[src/rtl/ps2_kbd_ctrl.sv]
// ps2_kbd_ctrl - PS/2 Set-2 scan-code sequencer with event FIFO.
//
// Sits behind a PS/2 byte receiver. Tracks E0 (extended), F0 (break) and
// E1 (pause) prefix sequences and queues one decoded key event per complete
// sequence into a first-word-fall-through FIFO. Keyboard status bytes are
// reported on sys_pulse/sys_code. An inter-byte timeout aborts stalled
// sequences.
//
// Optional build macro: PS2_KBD_TYPEMATIC_FILTER_EN
//   When defined, repeated make codes of the currently held key are dropped.
//
// Ports:
//   clk        system clock
//   rst        synchronous active-high reset
//   ps2_done   one-cycle strobe, ps2_data holds a new byte
//   ps2_data   received byte
//   evt_rd     pop head event (ignored when empty)
//   evt_valid  FIFO non-empty
//   evt_code   head event scan code
//   evt_ext    head event had E0 prefix
//   evt_brk    head event is a release
//   evt_cnt    number of queued events
//   sys_pulse  one-cycle pulse, status byte received
//   sys_code   last status byte
//   ovf        sticky overflow flag (event dropped, FIFO full)
//   tmo        one-cycle pulse, sequence aborted by timeout
//   clr_err    clears ovf
module ps2_kbd_ctrl #(
  parameter int unsigned TIMEOUT_CYC = 50000,
  parameter int unsigned FIFO_AW     = 2
) (
  input  logic               clk,
  input  logic               rst,
  input  logic               ps2_done,
  input  logic [7:0]         ps2_data,
  input  logic               evt_rd,
  output logic               evt_valid,
  output logic [7:0]         evt_code,
  output logic               evt_ext,
  output logic               evt_brk,
  output logic [FIFO_AW:0]   evt_cnt,
  output logic               sys_pulse,
  output logic [7:0]         sys_code,
  output logic               ovf,
  output logic               tmo,
  input  logic               clr_err
);

  localparam int unsigned DEPTH = 1 << FIFO_AW;
  localparam int unsigned TW    = (TIMEOUT_CYC > 2) ? $clog2(TIMEOUT_CYC) : 1;

  typedef enum logic [2:0] {
    S_IDLE,
    S_E0,
    S_F0,
    S_E0F0,
    S_E1
  } state_t;

  state_t          state, state_nxt;
  logic [2:0]      skip, skip_nxt;
  logic [TW-1:0]   tmo_cnt;

  logic            push, push_ext, push_brk;
  logic [7:0]      push_code;
  logic            push_q;
  logic            sys_set;
  logic            tmo_fire;

  logic [9:0]         mem [DEPTH];
  logic [FIFO_AW-1:0] wr_ptr, rd_ptr;
  logic               full, pop_ok, wr_ok, ovf_set;

  function automatic logic is_status(input logic [7:0] b);
    case (b)
      8'hAA, 8'hFA, 8'hEE, 8'hFE, 8'hFC, 8'h00, 8'hFF: is_status = 1'b1;
      default:                                         is_status = 1'b0;
    endcase
  endfunction

  function automatic logic is_prefix(input logic [7:0] b);
    is_prefix = (b == 8'hE0) || (b == 8'hF0) || (b == 8'hE1);
  endfunction

  always_ff @(posedge clk) begin
    if (rst) begin
      state <= S_IDLE;
      skip  <= '0;
    end else begin
      state <= state_nxt;
      skip  <= skip_nxt;
    end
  end

  // The timeout fires on the edge where the counter would reach
  // TIMEOUT_CYC-1, i.e. TIMEOUT_CYC-1 cycles after the last accepted byte.
  always_comb begin
    state_nxt = state;
    skip_nxt  = skip;
    push      = 1'b0;
    push_ext  = 1'b0;
    push_brk  = 1'b0;
    push_code = ps2_data;
    sys_set   = 1'b0;
    tmo_fire  = 1'b0;
    if (ps2_done) begin
      case (state)
        S_IDLE: begin
          if (ps2_data == 8'hE0) begin
            state_nxt = S_E0;
          end else if (ps2_data == 8'hF0) begin
            state_nxt = S_F0;
          end else if (ps2_data == 8'hE1) begin
            state_nxt = S_E1;
            skip_nxt  = 3'd7;
          end else if (is_status(ps2_data)) begin
            sys_set = 1'b1;
          end else begin
            push = 1'b1;
          end
        end
        S_E0: begin
          if (ps2_data == 8'hF0) begin
            state_nxt = S_E0F0;
          end else if (ps2_data != 8'hE0 && ps2_data != 8'hE1) begin
            push      = 1'b1;
            push_ext  = 1'b1;
            state_nxt = S_IDLE;
          end
        end
        S_F0: begin
          state_nxt = S_IDLE;
          if (!is_prefix(ps2_data)) begin
            push     = 1'b1;
            push_brk = 1'b1;
          end
        end
        S_E0F0: begin
          state_nxt = S_IDLE;
          if (!is_prefix(ps2_data)) begin
            push     = 1'b1;
            push_ext = 1'b1;
            push_brk = 1'b1;
          end
        end
        S_E1: begin
          skip_nxt = skip - 3'd1;
          if (skip == 3'd1) begin
            push      = 1'b1;
            push_ext  = 1'b1;
            push_code = 8'hE1;
            state_nxt = S_IDLE;
          end
        end
        default: state_nxt = S_IDLE;
      endcase
    end else if (state != S_IDLE && tmo_cnt == TW'(TIMEOUT_CYC - 2)) begin
      tmo_fire  = 1'b1;
      state_nxt = S_IDLE;
    end
  end

  always_ff @(posedge clk) begin
    if (rst || ps2_done || state == S_IDLE || tmo_fire) begin
      tmo_cnt <= '0;
    end else begin
      tmo_cnt <= tmo_cnt + TW'(1);
    end
  end

`ifdef PS2_KBD_TYPEMATIC_FILTER_EN
  logic       lm_valid, lm_valid_nxt;
  logic       lm_ext, lm_ext_nxt;
  logic [7:0] lm_code, lm_code_nxt;
  logic       lm_hit;

  assign lm_hit = lm_valid && (lm_ext == push_ext) && (lm_code == push_code);

  always_comb begin
    lm_valid_nxt = lm_valid;
    lm_ext_nxt   = lm_ext;
    lm_code_nxt  = lm_code;
    push_q       = push;
    if (tmo_fire) begin
      lm_valid_nxt = 1'b0;
    end else if (push) begin
      if (push_brk) begin
        if (lm_hit) lm_valid_nxt = 1'b0;
      end else if (lm_hit) begin
        push_q = 1'b0;
      end else begin
        lm_valid_nxt = 1'b1;
        lm_ext_nxt   = push_ext;
        lm_code_nxt  = push_code;
      end
    end
  end

  always_ff @(posedge clk) begin
    if (rst) begin
      lm_valid <= 1'b0;
      lm_ext   <= 1'b0;
      lm_code  <= '0;
    end else begin
      lm_valid <= lm_valid_nxt;
      lm_ext   <= lm_ext_nxt;
      lm_code  <= lm_code_nxt;
    end
  end
`else
  assign push_q = push;
`endif

  // A pop in the same cycle frees a slot, so a push into a full FIFO with a
  // concurrent pop is accepted.
  assign full    = (evt_cnt == (FIFO_AW + 1)'(DEPTH));
  assign pop_ok  = evt_rd && (evt_cnt != '0);
  assign wr_ok   = push_q && (!full || pop_ok);
  assign ovf_set = push_q && full && !pop_ok;

  always_ff @(posedge clk) begin
    if (rst) begin
      for (int unsigned i = 0; i < DEPTH; i++) mem[i] <= '0;
      wr_ptr  <= '0;
      rd_ptr  <= '0;
      evt_cnt <= '0;
    end else begin
      if (wr_ok) begin
        mem[wr_ptr] <= {push_ext, push_brk, push_code};
        wr_ptr      <= wr_ptr + FIFO_AW'(1);
      end
      if (pop_ok) rd_ptr <= rd_ptr + FIFO_AW'(1);
      case ({wr_ok, pop_ok})
        2'b10:   evt_cnt <= evt_cnt + (FIFO_AW + 1)'(1);
        2'b01:   evt_cnt <= evt_cnt - (FIFO_AW + 1)'(1);
        default: evt_cnt <= evt_cnt;
      endcase
    end
  end

  assign evt_valid = (evt_cnt != '0);
  assign {evt_ext, evt_brk, evt_code} = mem[rd_ptr];

  always_ff @(posedge clk) begin
    if (rst) begin
      sys_pulse <= 1'b0;
      sys_code  <= '0;
      tmo       <= 1'b0;
      ovf       <= 1'b0;
    end else begin
      sys_pulse <= sys_set;
      tmo       <= tmo_fire;
      if (sys_set) sys_code <= ps2_data;
      if (ovf_set)      ovf <= 1'b1;
      else if (clr_err) ovf <= 1'b0;
    end
  end

endmodule

[config.mk]
export PLATFORM = sky130hd
export DESIGN_NAME = ps2_kbd_ctrl
export DESIGN_NICKNAME = d
export VERILOG_FILES = /design/src/rtl/ps2_kbd_ctrl.sv
export SDC_FILE = /design/constraint.sdc
export NUM_CORES = 1
export LEC_CHECK = 0
export BUFFER_PORTS_ARGS = -buffer_cell sky130_fd_sc_hd__buf_4
export CORE_ASPECT_RATIO = 1.1
export CORE_UTILIZATION = 50
export CTS_CLUSTER_DIAMETER = 40
export CTS_CLUSTER_SIZE = 16
export DETAILED_ROUTE_END_ITERATION = 12
export GPL_TIMING_DRIVEN = 0
export HOLD_SLACK_MARGIN = 0.08
export PLACE_DENSITY = 0.69
export SYNTH_ARGS = -nofsm -noshare
export SYNTH_HDL_FRONTEND = slang
export SYNTH_SLANG_ARGS = --single-unit
[constraint.sdc]
create_clock -name clk -period 8.7 [get_ports clk]
set_clock_uncertainty 0.15 [all_clocks]
set_input_delay 0.87 -clock clk [delete_from_list [all_inputs] [get_ports clk]]
set_output_delay 0.87 -clock clk [all_outputs]
set_load 0.03 [all_outputs]
; Yosys cells after proc, flatten, opt, wreduce, memory -nomap -nowiden
; Memory sizes are Yosys's and may differ from the RTL's. A register that Yosys moved wholly into a read port is not among the register bits.
; Cells that the tools add are included.
[word_totals]
ff_bits = 40
mem_bits_rw = 40
input_bits = 13
out_inout_bits = 25
word_cells = 127
memories = 1
[op_classes]
add_sub_neg = 6
eq_ne = 26
n_mux = 57
reduce_logical = 27
[mem_list]
columns = name, words, word_bits, read_ports, rd_ports_with_merged_regs, wr, line
row1 = mem, 4, 10, 1, 1, 4, 70  ; logic [9:0] mem [DEPTH];
[op_table]
columns = operator, count
row1 = "8-bit equality test, second input constant", 9
row2 = 1-bit 2-to-1 mux, 34
row3 = 3-bit 2-to-1 mux, 11
row4 = 8-bit 2-to-1 mux, 3
row5 = "16-bit by 1-bit adder with 16-bit output, second input constant", 1
row6 = "16-bit equality test, second input constant", 1
row7 = "8-bit inequality test, second input constant", 2
row8 = 3-bit one-hot mux with 2 select lines, 2
row9 = 10-bit 2-to-1 mux, 1
row10 = 10-bit OR reduction, 1
row11 = 3-bit one-hot mux with 3 select lines, 1
row12 = 8-bit logical NOT, 1
row13 = 2-bit nonzero test, 4
row14 = 7-bit OR reduction, 1
row15 = "3-bit by 1-bit equality test with 1-bit output, second input constant", 2
row16 = "3-bit by 2-bit equality test with 1-bit output, second input constant", 2
row17 = "3-bit equality test, second input constant", 2
row18 = 1-bit logical AND, 6
row19 = 1-bit logical OR, 6
row20 = 2-bit 2-to-1 mux, 3
row21 = "2-bit inequality test, second input constant", 3
row22 = 3-bit nonzero test, 2
row23 = "3-bit by 1-bit subtractor with 3-bit output, second input constant", 2
row24 = "5-bit inequality test, second input constant", 1
row25 = other kinds (13), 15

; Longest topological paths before layout
; Gate-level depths: netlist (run 1).
[logic_depth]
ltp_word = 20
depth_mapped = 11
ltp_nobuf = 11

; Least setup slack after synthesis (run 1)
; No wires, ideal clock.
[synth_path]
kind = in2reg
startpoint = input port ps2_data[1]
endpoint = register evt_cnt[2]
setup_time_ns = 0.121
arrival_time_ns = 3.325
required_ns = 8.429
setup_slack_ns = 5.104
stages = 10
n_path_buf = 1
cell_sequence = buf_6 or4_1 a21oi_2 nor4b_4 nor3b_1 inv_1 fa_1 or3_1 o2bb2ai_1 mux2_2
[synth_via]
elab_chain_cells = 17
word_cells_on_any_way = 36
cone_classes = 13 x eq/ne / 16 x mux / 7 x reduce/logical
[synth_rtl]
columns = item, line
row1 = "start, declared", 35  ; input logic [7:0] ps2_data,
row2 = 8-bit equality test / 8-bit logical NOT (equally long branches), 75  ; case (b)
row3 = 7-bit OR reduction, 75
row4 = 1-bit 2-to-1 mux, 75
row5 = 1-bit 2-to-1 mux, 113  ; end else if (ps2_data == 8'hE1) begin
row6 = 1-bit 2-to-1 mux, 111  ; end else if (ps2_data == 8'hF0) begin
row7 = 1-bit 2-to-1 mux, 109  ; if (ps2_data == 8'hE0) begin
row8 = 1-bit 2-to-1 mux, 107  ; case (state)
row9 = 1-bit 2-to-1 mux, 106  ; if (ps2_done) begin
row10 = 1-bit 2-to-1 mux, 116  ; end else if (is_status(ps2_data)) begin
row11 = 1-bit 2-to-1 mux, 113
row12 = 1-bit 2-to-1 mux, 111
row13 = 1-bit 2-to-1 mux, 109
row14 = 1-bit one-hot mux with 4 select lines *, 107
row15 = 1-bit 2-to-1 mux *, 106
row16 = 1-bit logical AND *, 218  ; assign wr_ok = push_q && (!full || pop_ok);
row17 = 2-bit by 1-bit equality test with 1-bit output / 2-bit equality test (equally long branches), 233  ; case ({wr_ok, pop_ok})
row18 = 3-bit one-hot mux with 2 select lines / 2-bit nonzero test (equally long branches), --
row19 = "end signal, assigned", 234  ; 2'b10: evt_cnt <= evt_cnt + (FIFO_AW + 1)'(1);
row20 = "end signal, assigned", 235  ; 2'b01: evt_cnt <= evt_cnt - (FIFO_AW + 1)'(1);
row21 = "end signal, assigned", 236  ; default: evt_cnt <= evt_cnt;
row22 = "end, declared", 41  ; output logic [FIFO_AW:0] evt_cnt,
; Every way passes the cells marked *; elsewhere a longest branch is shown, timed or not. The select of a mux whose other input is x is not followed.
; A chain may end at the register's enable or synchronous reset.

; Final worst setup path (run 1)
[layout_path]
startpoint = input port ps2_data[7]
endpoint = register evt_cnt[2]
; Same word-level chain as after synthesis.

==> metrics.md, run 1 <==
| Metric | Value |
|---|---|
| CTS Buffer Depth | `2` |
| Via count | `2,712` |
| Status | `complete, no violations` |
| Buf+Inv Stages, Crit Path | `2` |
| Die height | `94.2 um` |
| Total GRT Usage | `21.0%` |
| Fill cells | `~660` |
| DRT Pass-1 Iters | `4` |
| Area grow syn2layout | `15.3%` |
| Nets | `416` |
| Hold buffers post-CTS | `0` |
| DPL Wire Length | `5.39 mm` |
| R2r setup slk | `5.67 ns` |
| Worst Setup SP | `ps2_data[7]` |
| Switching power | `322 uW` |
| Initial antenna violation count | `0` |
| Syn_nets | `between 300 and 400` |
| Met3 Routed Length | `216 um` |
| Delay-heaviest family, CP | `simple AND/OR/NAND/NOR gates` |
| Post-cts resize count | `0` |
| Register area | `2040 um^2` |
| Crit start category | `input port` |
| Final ANT Viol Nets | `0` |
| HP Start | `tmo_cnt[0]` |
| Crit path DAT | `3.53 ns` |
| Total wire length | `roughly 7.7 mm` |
| Die area | `roughly 8000 um^2` |
| Wire length per cell | `15.1 um` |
| Clk root buf | `clkbuf_8` |
| First-pass GRT wire length | `12.8 mm` |
| Clock share of power | `27.8%` |
| P_leak | `approximately 1.6 nW` |
| Relative slew slack | `about 27%` |
| Highest Signal Layer | `met4` |
| Non-Filler Instances | `508` |
| Post-synth EDFFs | `40` |
| Asr flop ratio synth | `0%` |
| Hold Crit Class | `register to register` |
| Clock Latency Late Sink | `0.36 ns` |
| Count of state elements after synthesis | `82` |
| Cells after Synth | `353` |
| Placed Instances | `492` |
| Vias in the first global route | `~2.6k` |
| Initial Utilization | `approximately half` |
| Core Region | `7470 um^2` |
| Antenna diode count | `0` |
| Avg Inst Size Synth | `10.9 um^2` |
| Maximum vdd ir drop | `0.000204 V` |
| Pint | `between 600 and 700 uW` |
| Largest net degree at the start of global routing | `16` |
| CP Capture Type | `register` |
| Met2 routed WL | `3.79 mm` |
| Sequential area share after synthesis | `a little over half` |
| Metal-1 WL | `3.50 mm` |
| Post-CTS Setup Inserts | `0` |
| H-tree levels | `3` |
| # DRC | `0` |
| CTS tree | `done` |
| Via density | `about 5.3` |
| Yosys warnings | `0` |
| Routability cong. | `approximately 0.79` |
| IO Port Bufs | `34` |
| Crit-path max cell delay | `around 0.54 ns` |
| # IOs | `38` |
| Sw Share | `roughly a third` |
| Primary FF master, synth | `dfxtp_1` |
| Sink Count | `82` |
| Type of the worst setup path | `input port to register` |
| Setup TNS | `0 ns` |
| Cell Chain, Critical Path | `buf_4 -> or4_1 -> a21oi_2 -> nor4b_4 -> nor3b_1 -> inv_1 -> fa_1 -> or3_1 -> o2bb2ai_1 -> mux2_2` |
| Tightest Pin Transition | `1.09 ns` |
| Comb pwr share | `approximately 27%` |
| Num CTS Buffers | `9` |
| Total of max-cap violations | `0` |
| Multi-input logic area | `1660 um^2` |
| Worst-path clk slew | `0.09 ns` |
| Power Total | `roughly 1.0 mW` |
| R2R Path Start | `state[2]` |
| Synthesized area | `3860 um^2` |
| Core Rows | `33` |
| Min Tclk post-route | `3.41 ns` |
| Slew Viols, Final | `0` |
| Period utilization | `39.2%` |
| Chip width | `85.8 um` |
| Grt total ovfl | `0` |
| Final Hold Fails | `0` |
| Seq pwr share | `44.9%` |
| Synth cell types | `53` |
| RSZ-0062 raised after global routing | `false` |
| Endpoints failing setup | `0` |
| Crit Path Max Fanout | `5` |
| Peak Freq | `293 MHz` |
| Required @ worst endpoint | `8.81 ns` |
| Layout cells sized above 1 | `between 20 and 25%` |
| Iteration-0 DRC Markers | `176` |
| Max stage delay cell, worst path | `or4_1` |
| Power density over cell area | `227 nW/um^2` |
routing by layer:
| metal | vias up | track usage [%] |
|---|---|---|
| li1 | 1350 | - |
| met3 | 11 | 3.51 |
| met1 | 1308 | 26.0 |
| met2 | 43 | 35.4 |
| met5 | - | 0 |
| met4 | 0 | 10.7 |
cell usage after synthesis (3+ instances only):
cell type	instances	area, um^2
or3_1	5	31.3
nand2_1	19	71.3
o21ai_0	7	35.0
dfxtp_1	42	841
nor2_1	63	236
nand4b_1	4	35.0
nand4_1	4	25.0
inv_1	8	30.0
ha_1	4	50.1
buf_2	3	15.0
nor3_2	5	50.1
a21oi_1	10	50.1
xor2_1	10	87.6
buf_6	5	56.3
nand2b_1	5	31.3
mux2i_1	8	80.1
or4_1	3	22.5
mux4_2	10	225
clkbuf_1	8	30.0
nor3_1	29	145
nand3_1	7	35.0
xnor2_1	7	61.3
edfxtp_1	40	1200
nor2b_1	5	31.3
buf_4	3	22.5
mux2_2	3	33.8
or2_2	3	18.8
worst register-to-register path, stage by stage, from the launching register on:
cell	delay, ns
dfxtp_1	0.30
clkbuf_2	0.17
and4bb_2	0.31
nand2_1	0.17
o21ai_2	0.14
nor3b_1	0.34
inv_1	0.09
fa_1	0.39
or3_1	0.37
o2bb2ai_1	0.16
mux2_2	0.34
stage by stage:
step / hold slack (ns) / util (%) / setup WS (ns) / area, um^2
after global routing: 0.366 / 59.5 / 5.16 / 4450
after global placement: 0.296 / 56.8 / 4.91 / 4250
after CTS: 0.328 / 59.5 / 5.28 / 4450
after detailed placement: 0.309 / 56.8 / 4.89 / 4250
after floorplan: 0.280 / - / 5.10 / 3860
final: 0.325 / 59.5 / 5.29 / 4450
cell families (layout without fill, tap and decap cells):
group / count (synthesis) / count (layout) / synth area share (%)
fa+ha+maj: 5 / 5 / 1.82
compound gates: 32 / 32 / 5.64
simple gates: 167 / 167 / 22.8
mux: 21 / 21 / 8.78
flops: 82 / 82 / 52.9
xor+xnor: 17 / 17 / 3.86
buf+inv: 29 / 79 / 4.21
power by group through the flow:
stage,sequential [mW],clock (mW),combinational [mW]
after floorplan,0.471,0,0.186
after global placement,0.460,0,0.276
after detailed placement,0.462,0,0.279
after CTS,0.453,0.286,0.279
after global routing,0.457,0.299,0.298
final,0.453,0.281,0.276
cells in the final DEF, fill, tap and decap left out, types with 8 or more instances in the layout:
master    count
buf_4        37
nand2_1      19
edfxtp_1     40
xor2_1       10
a21oi_1      10
mux2i_1       8
inv_1         8
clkbuf_1      8
nor2_1       63
clkbuf_8      9
nor3_1       29
mux4_2       10
dfxtp_1      42
registers in the layout, indices dropped and copies added, names as in the netlist, named ones only:
signal and flops:
sys_pulse 1, state 3, skip 3, sys_code 8, evt_cnt 3, ovf 1
wr_ptr 2, mem 40, tmo 1, rd_ptr 2, tmo_cnt 16
layout make-up:
cell class	instances	share of cell area (%)
flip-flops and latches	82	45.9
plain buffers	21	2.98
inverters	8	0.675
well taps	105	2.95
clock inverters	7	1.77
clock buffers	9	2.78
repair buffers	34	5.74
multi-input cells	242	37.2
path summary, 6_finish.rpt:
kind / endpoint / depth (start not counted)
min reg2reg: tmo_cnt[0] / 1
max: evt_cnt[2] / 10
min: tmo_cnt[0] / 1
max reg2reg: evt_cnt[2] / 10
Note: power is estimated with default switching activity, not from simulation.
==> inputs of run 2 (changes only) <==
--- a/config.mk
+++ b/config.mk
@@ -13,7 +13,7 @@
 export DETAILED_ROUTE_END_ITERATION = 12
 export GPL_TIMING_DRIVEN = 0
 export HOLD_SLACK_MARGIN = 0.08
-export PLACE_DENSITY = 0.69
+export PLACE_DENSITY = 0.72
 export SYNTH_ARGS = -nofsm -noshare
 export SYNTH_HDL_FRONTEND = slang
 export SYNTH_SLANG_ARGS = --single-unit
==> constraint.sdc (replaced) <==
create_clock -name clk -period 2.9 [get_ports clk]
set_clock_uncertainty 0.15 [all_clocks]
set_input_delay 0.29 -clock clk [delete_from_list [all_inputs] [get_ports clk]]
set_output_delay 0.29 -clock clk [all_outputs]
set_load 0.03 [all_outputs]
==> run 2 against run 1 <==
Effect of this change: via count increased by 2.0%; register-to-register slack got worse by 5.6 ns; clock-buffer cell count unchanged; non-clock buffer count increased by 4; global-route usage increased by 0.78 points; core utilization increased by 1.3 points; die area unchanged; combinational power increased to 3.1 times the previous value; largest power group unchanged.
==> metrics.md, run 2 (synthesis gave the netlist of run 1 again) <==
| Metric | Value |
|---|---|
| Regs by FF count | `mem: 40 flops, tmo_cnt: 16 flops, sys_code: 8 flops` |
| IO Port Bufs | `34 (unchanged)` |
| Largest net degree at the start of global routing | `17 (+1)` |
| Clock share of power | `30.2% (+2.4 points)` |
| Total GRT Usage | `21.8% (+0.78 points)` |
| Core Rows | `33 (unchanged)` |
| Routability cong. | `0.831 (+5.4%)` |
| Crit Path Max Fanout | `9 (+4)` |
| Switching power | `997 uW (+210%)` |
| CP Capture Type | `register` |
| Antenna diode count | `0 (unchanged)` |
| Max reg flops | `40 (unchanged)` |
| Crit-path max cell delay | `0.39 ns (-0.15 ns)` |
| Initial Utilization | `51.6% (unchanged)` |
| Seq pwr share | `42.9% (-2.0 points)` |
| Core Region | `7470 um^2 (unchanged)` |
| Min Tclk post-route | `2.86 ns` |
| Power Total | `3.17 mW (+210%)` |
| Final instance area | `4540 um^2 (+2.1%)` |
| H-tree levels | `3 (unchanged)` |
| Period utilization | `98.7%` |
| Num CTS Buffers | `9 (unchanged)` |
| Hold Crit Class | `input port to register` |
| Area grow syn2layout | `17.7%` |
| Final ANT Viol Nets | `0 (unchanged)` |
| Fill cells | `629 (-5.0%)` |
| Pint | `2.17 mW (+220%)` |
| CTS Buffer Depth | `2 (unchanged)` |
| Buf+Inv Stages, Crit Path | `2 (unchanged)` |
| Slew Viols, Final | `0 (unchanged)` |
| Status | `complete, no violations` |
| DRT Pass-1 Iters | `4 (unchanged)` |
| Total of max-cap violations | `0 (unchanged)` |
| Peak Freq | `349 MHz` |
| Die height | `94.2 um (unchanged)` |
| Tightest Pin Transition | `0.924 ns (-0.163 ns)` |
| R2r endpoint | `evt_cnt[2]` |
| Post-DP Area | `4270 um^2 (+0.44%)` |
| DPL Wire Length | `5.54 mm (+2.8%)` |
| HP Start | `ps2_data[5]` |
| Max stage delay cell, worst path | `or3_1` |
| Clock Latency Late Sink | `0.36 ns (about the same)` |
| Most frequent cells in the layout | `nor2_1 (63), dfxtp_1 (42), edfxtp_1 (40), buf_4 (37), nor3_1 (29)` |
| Comb pwr share | `26.9% (-0.4 points)` |
| Post-CTS Setup Inserts | `0 (unchanged)` |
| Crit start category | `register` |
| CTS tree | `done` |
| # DRC | `0 (unchanged)` |
| Wire length per cell | `15.6 um (+3.4%)` |
| Hold endpoint | `sys_code[3]` |
| Sw Share | `31.5% (-0.42 points)` |
| Hold depth | `3 (+2)` |
| R2r setup slk | `0.04 ns (-5.63 ns)` |
| Chip width | `85.8 um (unchanged)` |
| Total wire length | `7.99 mm (+4.3%)` |
| RSZ-0062 raised after global routing | `true` |
| Top reg by flops | `mem` |
| Clk root buf | `clkbuf_8` |
| R2R Path Start | `state[2]` |
| Nets | `420 (+0.96%)` |
| Maximum vdd ir drop | `0.000324 V (+59%)` |
| Die area | `8080 um^2 (unchanged)` |
| Vias in the first global route | `2,773 (+5.4%)` |
| P_leak | `1.69 nW (+2.7%)` |
| Crit path DAT | `2.97 ns (-0.56 ns)` |
| Final Hold Fails | `0 (unchanged)` |
| Worst-path clk slew | `0.09 ns (about the same)` |
| First-pass GRT wire length | `13.4 mm (+5.0%)` |
| Most common cell after layout, fill and taps aside | `nor2_1` |
| Iteration-0 DRC Markers | `117 (-34%)` |
| Util after Layout | `60.8% (+1.3 points)` |
| Via count | `2,767 (+2.0%)` |
| # IOs | `38 (unchanged)` |
| Sink Count | `82 (unchanged)` |
| Layout cells sized above 1 | `23.3% (+1.0 points)` |
| Power density over cell area | `698 nW/um^2 (+210%)` |
| Grt total ovfl | `0 (unchanged)` |
| Relative slew slack | `38.3% (+11 points)` |
| Hold_ws | `0.0916 ns (-0.234 ns)` |
| Delay-heaviest family, CP | `simple AND/OR/NAND/NOR gates` |
| Cell Chain, Critical Path | `clkbuf_2 -> and4bb_2 -> nand2_2 -> o21ai_2 -> nor3b_2 -> inv_1 -> fa_2 -> or3_1 -> o2bb2ai_1 -> mux2_2` |
| Required @ worst endpoint | `3.01 ns (-5.80 ns)` |
| Endpoints failing setup | `0 (unchanged)` |
| Initial antenna violation count | `0 (unchanged)` |
| Type of the worst setup path | `register to register` |
| Via density | `5.40 (+1.2%)` |
| FF-to-FF path depth | `10 (unchanged)` |
[run 2: timing repair]
item                                    4_1_cts  5_1_grt
pin swaps                                     0        1
resized for setup                             1        1
endpoints found under the hold margin         4        0
hold buffers                                  4        0
endpoints found under the setup margin        1       11
[run 2: worst register-to-register path, stage by stage (launching register included)]
cell	delay, ns
dfxtp_1	0.30
clkbuf_2	0.17
and4bb_2	0.30
nand2_2	0.12
o21ai_2	0.12
nor3b_2	0.23
inv_1	0.10
fa_2	0.37
or3_1	0.39
o2bb2ai_1	0.18
mux2_2	0.35
[run 2: cell type report]
class	instances	area [um^2]	share of cell area [%]
buffer	21	133	2.92
tap	105	131	2.89
clock inverter	7	108	2.37
timing repair buffer	38	295	6.50
multi-input combinational	242	1680	37.0
sequential	82	2040	44.9
inverter	8	30.0	0.661
clock buffer	9	124	2.73
[run 2: layer usage]
layer,vias up,wire [um],global-route usage [%],part of all wire (%)
li1,1359,-,-,-
met2,66,3860,35.7,48
met5,-,0,0,0
met1,1328,3680,28.1,46
met4,0,160,10.7,2.0
met3,14,292,3.51,3.7
[run 2: worst max-delay path by stage]
stage                startpoint         end  slack (ns)  depth (start not counted)
global route            skip[1]  evt_cnt[2]        -0.1                         11
floorplan           ps2_data[1]  evt_cnt[2]       0.005                         10
CTS                    state[2]  evt_cnt[2]        0.03                         10
finish                 state[2]  evt_cnt[2]        0.04                         10
detailed placement  ps2_data[0]  evt_cnt[2]       -0.16                         10
global placement    ps2_data[0]  evt_cnt[2]       -0.14                         10
[run 2: through the flow]
step / setup TNS, ns / setup WS [ns] / std cells
6_report: 0 / 0.0375 / 512
5_1_grt: -0.0974 / -0.0974 / 512
4_1_cts: 0 / 0.0327 / 512
3_5_place_dp: -0.164 / -0.164 / 492
3_3_place_gp: -0.137 / -0.137 / 492
2_1_floorplan: 0 / 0.00482 / 353
[run 2: power by group through the flow]
stage               clock network, mW  registers (mW)  logic [mW]
finish                          0.958            1.36       0.853
global route                     1.01            1.37       0.911
CTS                             0.969            1.36       0.858
detailed placement                  0            1.39       0.839
global placement                    0            1.38       0.831
floorplan                           0            1.41       0.561
